`src/rtl/leve_csr_pkg.sv`:
```
// leve_csr_pkg: shared types and helpers for the CSR request initiator.
//   csr_req_state_t : IDLE -> EXEC -> RESP sequencing of one CSR op
//   F3_*            : Zicsr funct3 codes
//   CSR_* commands  : CMD encodings toward the CSR file
//   MODE_*          : privilege level encodings
//   csr_is_ro()     : address lies in the read-only CSR space
//   csr_priv()      : lowest privilege level allowed to access the address
package leve_csr_pkg;

  typedef enum logic [1:0] {
    IDLE = 2'd0,
    EXEC = 2'd1,
    RESP = 2'd2
  } csr_req_state_t;

  localparam logic [2:0] F3_RW  = 3'b001;
  localparam logic [2:0] F3_RS  = 3'b010;
  localparam logic [2:0] F3_RC  = 3'b011;
  localparam logic [2:0] F3_RWI = 3'b101;
  localparam logic [2:0] F3_RSI = 3'b110;
  localparam logic [2:0] F3_RCI = 3'b111;

  localparam logic [1:0] CSR_NONE  = 2'b00;
  localparam logic [1:0] CSR_SET   = 2'b01;
  localparam logic [1:0] CSR_CLEAR = 2'b10;
  localparam logic [1:0] CSR_WRITE = 2'b11;

  localparam logic [1:0] MODE_U = 2'b00;
  localparam logic [1:0] MODE_S = 2'b01;
  localparam logic [1:0] MODE_M = 2'b11;

  function automatic logic csr_is_ro(input logic [11:0] addr);
    return (addr[11:10] == 2'b11);
  endfunction

  function automatic logic [1:0] csr_priv(input logic [11:0] addr);
    return addr[9:8];
  endfunction

endpackage

```
`src/rtl/leve_csr_chk.sv`:
```
// leve_csr_chk: combinational legality check and command decode for one CSR op.
//   funct3  in  : Zicsr funct3
//   addr    in  : CSR address
//   rs1_idx in  : rs1 index or zimm
//   mode    in  : privilege level latched with the request
//   cmd     out : command to drive to the CSR file (CSR_NONE when suppressed/illegal)
//   illegal out : op must trap as an illegal instruction
//   wr_en   out : op carries write intent (RW/RWI always, set/clear only with rs1/zimm != 0)
// Optional feature: CSR_PRIV_CHECK_EN adds a privilege trap (addr[9:8] > mode).
module leve_csr_chk
  import leve_csr_pkg::*;
(
  input  logic [2:0]  funct3,
  input  logic [11:0] addr,
  input  logic [4:0]  rs1_idx,
  input  logic [1:0]  mode,
  output logic [1:0]  cmd,
  output logic        illegal,
  output logic        wr_en
);

  logic [1:0] op_cmd_s;
  logic       bad_f3_s;
  logic       priv_fault_s;

`ifdef CSR_PRIV_CHECK_EN
  assign priv_fault_s = (csr_priv(addr) > mode);
`else
  logic unused_mode_s;
  assign unused_mode_s = ^mode;
  assign priv_fault_s  = 1'b0;
`endif

  // Decode funct3 into a command and write intent, then apply the traps.
  always_comb begin
    op_cmd_s = CSR_NONE;
    bad_f3_s = 1'b0;
    wr_en    = 1'b0;
    case (funct3)
      F3_RW, F3_RWI: begin
        op_cmd_s = CSR_WRITE;
        wr_en    = 1'b1;
      end
      F3_RS, F3_RSI: begin
        op_cmd_s = CSR_SET;
        wr_en    = (rs1_idx != 5'd0);
      end
      F3_RC, F3_RCI: begin
        op_cmd_s = CSR_CLEAR;
        wr_en    = (rs1_idx != 5'd0);
      end
      default: begin
        bad_f3_s = 1'b1;
      end
    endcase

    illegal = bad_f3_s | (wr_en & csr_is_ro(addr)) | priv_fault_s;

    // Set/clear with a zero operand is still a legal read, but must not write.
    if (illegal || !wr_en) begin
      cmd = CSR_NONE;
    end else begin
      cmd = op_cmd_s;
    end
  end

endmodule

```
`src/rtl/leve_csr_req.sv`:
```
// leve_csr_req: initiator side of the CMD/CSR/CSR_WD/CSR_RD CSR-file port.
// Accepts one decoded Zicsr op, checks legality, drives a single command in EXEC,
// captures the pre-write value and hands it to writeback; RETIRE pulses on the
// handshake of a legal response.
//   CLK, RSTn                     : clock, synchronous active-low reset
//   REQ_VALID/READY/FUNCT3/CSR/RS1_IDX/RS1_DATA/RD_IDX, MODE : request from issue
//   CMD, CSR, CSR_WD, CSR_RD      : CSR-file port (CSR_RD is combinational, pre-write)
//   RSP_VALID/READY/RD_IDX/DATA/ILLEGAL : response to writeback
//   RETIRE                        : completion pulse for legal ops
// Optional feature: define CSR_PRIV_CHECK_EN to trap accesses above the latched MODE.
// XLEN defaults to 32.
module leve_csr_req
  import leve_csr_pkg::*;
#(
  parameter int XLEN = 32
) (
  input  logic            CLK,
  input  logic            RSTn,
  input  logic            REQ_VALID,
  output logic            REQ_READY,
  input  logic [2:0]      REQ_FUNCT3,
  input  logic [11:0]     REQ_CSR,
  input  logic [4:0]      REQ_RS1_IDX,
  input  logic [XLEN-1:0] REQ_RS1_DATA,
  input  logic [4:0]      REQ_RD_IDX,
  input  logic [1:0]      MODE,
  output logic [1:0]      CMD,
  output logic [11:0]     CSR,
  output logic [XLEN-1:0] CSR_WD,
  input  logic [XLEN-1:0] CSR_RD,
  output logic            RSP_VALID,
  input  logic            RSP_READY,
  output logic [4:0]      RSP_RD_IDX,
  output logic [XLEN-1:0] RSP_DATA,
  output logic            RSP_ILLEGAL,
  output logic            RETIRE
);

  csr_req_state_t  state_q, state_d;
  logic [2:0]      funct3_q, funct3_d;
  logic [11:0]     csr_q, csr_d;
  logic [4:0]      rs1_idx_q, rs1_idx_d;
  logic [XLEN-1:0] rs1_data_q, rs1_data_d;
  logic [4:0]      rd_idx_q, rd_idx_d;
  logic [1:0]      mode_q, mode_d;
  logic [XLEN-1:0] rsp_data_q, rsp_data_d;
  logic            rsp_illegal_q, rsp_illegal_d;

  logic [1:0]      chk_cmd_s;
  logic            chk_illegal_s;
  logic            chk_wr_en_s;

  leve_csr_chk u_chk (
    .funct3  (funct3_q),
    .addr    (csr_q),
    .rs1_idx (rs1_idx_q),
    .mode    (mode_q),
    .cmd     (chk_cmd_s),
    .illegal (chk_illegal_s),
    .wr_en   (chk_wr_en_s)
  );

  logic unused_wr_en_s;
  assign unused_wr_en_s = chk_wr_en_s;

  // Next-state and capture logic for the IDLE/EXEC/RESP sequence.
  always_comb begin
    state_d       = state_q;
    funct3_d      = funct3_q;
    csr_d         = csr_q;
    rs1_idx_d     = rs1_idx_q;
    rs1_data_d    = rs1_data_q;
    rd_idx_d      = rd_idx_q;
    mode_d        = mode_q;
    rsp_data_d    = rsp_data_q;
    rsp_illegal_d = rsp_illegal_q;
    case (state_q)
      IDLE: begin
        if (REQ_VALID) begin
          funct3_d   = REQ_FUNCT3;
          csr_d      = REQ_CSR;
          rs1_idx_d  = REQ_RS1_IDX;
          rs1_data_d = REQ_RS1_DATA;
          rd_idx_d   = REQ_RD_IDX;
          mode_d     = MODE;
          state_d    = EXEC;
        end else begin
          state_d    = IDLE;
        end
      end
      EXEC: begin
        // CSR_RD is the pre-write value; the CSR file commits on this same edge.
        if (chk_illegal_s) begin
          rsp_data_d = '0;
        end else begin
          rsp_data_d = CSR_RD;
        end
        rsp_illegal_d = chk_illegal_s;
        state_d       = RESP;
      end
      RESP: begin
        if (RSP_READY) begin
          state_d = IDLE;
        end else begin
          state_d = RESP;
        end
      end
      default: begin
        state_d = IDLE;
      end
    endcase
  end

  // State and datapath registers with synchronous active-low reset.
  always_ff @(posedge CLK) begin
    if (!RSTn) begin
      state_q       <= IDLE;
      funct3_q      <= 3'd0;
      csr_q         <= 12'd0;
      rs1_idx_q     <= 5'd0;
      rs1_data_q    <= '0;
      rd_idx_q      <= 5'd0;
      mode_q        <= 2'd0;
      rsp_data_q    <= '0;
      rsp_illegal_q <= 1'b0;
    end else begin
      state_q       <= state_d;
      funct3_q      <= funct3_d;
      csr_q         <= csr_d;
      rs1_idx_q     <= rs1_idx_d;
      rs1_data_q    <= rs1_data_d;
      rd_idx_q      <= rd_idx_d;
      mode_q        <= mode_d;
      rsp_data_q    <= rsp_data_d;
      rsp_illegal_q <= rsp_illegal_d;
    end
  end

  // CSR-file port and handshake outputs decoded from registered state.
  always_comb begin
    // Reset masks CMD so an EXEC cut short by reset never reaches the CSR file.
    if ((state_q == EXEC) && RSTn) begin
      CMD = chk_cmd_s;
    end else begin
      CMD = CSR_NONE;
    end
    // funct3[2] selects the zero-extended immediate forms.
    if (funct3_q[2]) begin
      CSR_WD = {{(XLEN-5){1'b0}}, rs1_idx_q};
    end else begin
      CSR_WD = rs1_data_q;
    end
    CSR         = csr_q;
    REQ_READY   = (state_q == IDLE);
    RSP_VALID   = (state_q == RESP);
    RSP_RD_IDX  = rd_idx_q;
    RSP_DATA    = rsp_data_q;
    RSP_ILLEGAL = rsp_illegal_q;
    RETIRE      = (state_q == RESP) && RSP_READY && !rsp_illegal_q;
  end

endmodule

```
`config.mk`:
```
export PLATFORM = sky130hd
export DESIGN_NAME = leve_csr_req
export DESIGN_NICKNAME = d
export VERILOG_FILES = /design/src/rtl/leve_csr_pkg.sv /design/src/rtl/leve_csr_chk.sv /design/src/rtl/leve_csr_req.sv
export SDC_FILE = /design/constraint.sdc
export NUM_CORES = 1
export LEC_CHECK = 0
export CAP_MARGIN = 20
export CORE_MARGIN = 2
export CORE_UTILIZATION = 25
export DETAILED_ROUTE_END_ITERATION = 10
export GPL_TIMING_DRIVEN = 0
export SLEW_MARGIN = 20
export SYNTH_ARGS = -nofsm -noshare
export SYNTH_HDL_FRONTEND = slang
export SYNTH_SLANG_ARGS = --single-unit
```
`constraint.sdc`:
```
create_clock -name CLK -period 2.7 [get_ports CLK]
set_clock_uncertainty 0.05 [all_clocks]
set_input_delay 0.27 -clock CLK [delete_from_list [all_inputs] [get_ports CLK]]
set_output_delay 0.27 -clock CLK [all_outputs]
set_load 0.005 [all_outputs]
```
==> flow_metrics.py <==
metrics = {
    "outcome": {
        "status": "complete, no violations",
    },
    "synthesis": {
        "synthTopCellsByArea": "dfxtp_1, nand2_1, nor3b_2, mux2i_1, o21a_1",
        "synth_top_area_cell": "dfxtp_1",
        "ys_ff_latch": 92,
        "synth_cells": 454,
        "yosys.cell_types.count": 32,
        "yosysSeqAreaShare": 0.426,
        "yosysTopAreaCellShare": 0.426,
        "syn_avg_cell_area_um2": 9.52,
        "synth_fp_nets": 549,
        "ys_warn_count": 0,
        "synth_edf_count": 0,
        "ys.flop_type": "dfxtp_1",
        "netlist_area_mm2": 0.00432,
        "synthArstFlopShare": 0,
    },
    "worst_setup_path": {
        "crit_type": "register to output pin",
        "end_kind": "output pin",
        "worstPathArrival_ns": 2.14,
        "path_buf_inv": 3,
        "critical_path.top_delay_family": "buffers and inverters",
        "slowest_delay_ns": 0.55,
        "critical_path.cell_chain": "nor2b_2 > buf_6 > buf_12 > nand3_2 > nor3_2 > clkdlybuf4s50_1",
        "startpoint_type": "register",
        "cp_slowest_cell": "clkdlybuf4s50_1",
        "cp_max_fo": 10,
        "worstPathRequired_ns": 2.38,
    },
    "cells_and_area": {
        "drive_gt1_frac": 0.117,
        "layout_commonest_cell": "clkdlybuf4s50_1",
        "antenna_cells": 0,
        "finalNonFillerCells": 872,
        "nFillCells": 1704,
        "final_cell_mix": "clkdlybuf4s50_1, nand2_1, dfxtp_1",
        "nNetsFinal": 738,
        "fin_area_mm2": 0.00674,
        "area_growth_pct": 55.9,
    },
    "route": {
        "ant_nets": 0,
        "met2_length_um": 6270,
        "vias": 3762,
        "wire_per_inst_um": 14.6,
        "met1Wirelength_um": 5200,
        "via_per_inst": 4.31,
        "first_pass_iters": 4,
        "drt_iter0_drc": 75,
        "top_layer": "met4",
        "dr_wl_met3_um": 1200,
        "drc_errors": 0,
        "wl_um": 12800,
    },
    "grt": {
        "grt_max_degree": 15,
        "antenna_found_initial": 0,
        "overflow": 0,
        "grt_pass1_wl_um": 19700,
        "grt_pass1_vias": 3881,
        "grt_usage": 0.141,
    },
    "hold_path": {
        "min_path_type": "primary input to register",
    },
    "die": {
        "io_pins": 182,
        "dieArea_mm2": 0.0184,
        "dieWidth_um": 135,
        "rows": 48,
        "coreArea_mm2": 0.0171,
        "start_util": 0.252,
        "die_h_um": 135,
    },
    "place": {
        "placed_cells": 857,
        "place_area_mm2": 0.00638,
        "globalplace.congestion": 0.726,
        "port_buffers": 178,
        "dpl.hpwl_um": 9900,
    },
    "clock_network": {
        "ctsHoldBuffers": 0,
        "clock-root-buffer": "clkbuf_16",
        "clock_sinks": 92,
        "cts.repair.resized": 0,
        "clk_pin_slew_worst_paths_ns": 0.06,
        "cts_tree": "yes",
        "htreeDepth": 3,
        "cts_buffers": 9,
        "cts_setup_buffers": 0,
        "cts_buffer_depth": 2,
        "clock_latency_ns": 0.34,
    },
    "timing": {
        "slew_violations": 0,
        "rsz0062_at_grt": "no",
        "finalCriticalPeriod_ns": 2.46,
        "finalSetupViolCount": 0,
        "worst_pin_slew_ns": 0.659,
        "clock.fmax_mhz": 407,
        "final.period_utilization": 0.911,
        "finalHoldViolCount": 0,
        "slew_headroom": 0.561,
        "setup_tns_ns": 0,
    },
    "pwr": {
        "power_uw": 3600,
        "leakagePower_uw": 0.00240,
        "powerDensity_mw_per_mm2": 534,
        "peakVddDrop_uv": 376,
    },
    "flow_run": {
        "maxCapViolCount": 0,
    },
}
## flip-flops by register name (all words and copies together), names as in the netlist
name	cells
state_q	2
rs1_idx_q	5
RSP_ILLEGAL	1
CSR	12
RSP_RD_IDX	5
RSP_DATA	32
rs1_data_q	32
funct3_q	3
## area by class of cell
class | count | area, um2 | area share
clock inverter | 5 | 125 | 0.0186
clock buffer | 10 | 229 | 0.0340
timing repair buffer | 178 | 1780 | 0.264
multi-input combinational | 322 | 2210 | 0.328
buffer | 40 | 270 | 0.0401
tap | 225 | 282 | 0.0418
sequential | 92 | 1840 | 0.273
## per-stage QoR
stage | hold WS, ns | utilization | worst slack [ns]
finish | 0.260 | 0.394 | 0.241
global route | 0.280 | 0.394 | 0.0882
CTS | 0.247 | 0.394 | 0.188
detailed placement | 0.393 | 0.373 | 0.576
global placement | 0.389 | 0.373 | 0.582
floorplan | 0.355 | - | 1.27
## where the power goes
group	internal [uW]	total (uW)	switching (uW)
registers	1420	1460	38.2
clock network	992	1510	521
logic	374	624	250
## synth_stat cells, drive strengths merged, types with 2 or more instances
library cell	instances
nand2	115
dfxtp	92
a21boi	57
nor3b	34
o21a	33
mux2i	32
nor2b	29
buf	22
clkbuf	18
mux2	5
a31oi	2
nor2	2
nor3	2
## per-layer routing
layer | track usage | vias to the layer above
li1 | - | 1896
met1 | 0.154 | 1736
met2 | 0.246 | 124
met3 | 0.0666 | 6
met4 | 0.0341 | 0
met5 | 0 | -
## logic make-up (layout without fill, tap and decap cells)
kind of cell	after synthesis	in the layout	synth area share
and+or+nand+nor	190	190	0.258
AOI/OAI and AO/OA	94	94	0.164
DFF	92	92	0.426
buffers and inverters	40	233	0.0625
muxes	37	37	0.0871
xor gates and xnor gates	1	1	0.00203
## path summary, 6_finish.rpt
path,startpoint,endpoint,slack [ns],cells after the start
max,state_q[0],CMD[0],0.24,6
min reg2reg,rs1_data_q[7],rs1_data_q[7],0.40,2
max reg2reg,state_q[1],CSR[10],1.13,4
min,RSTn,rs1_data_q[20],0.26,2
No activity file was read; power rests on OpenSTA's default activity.
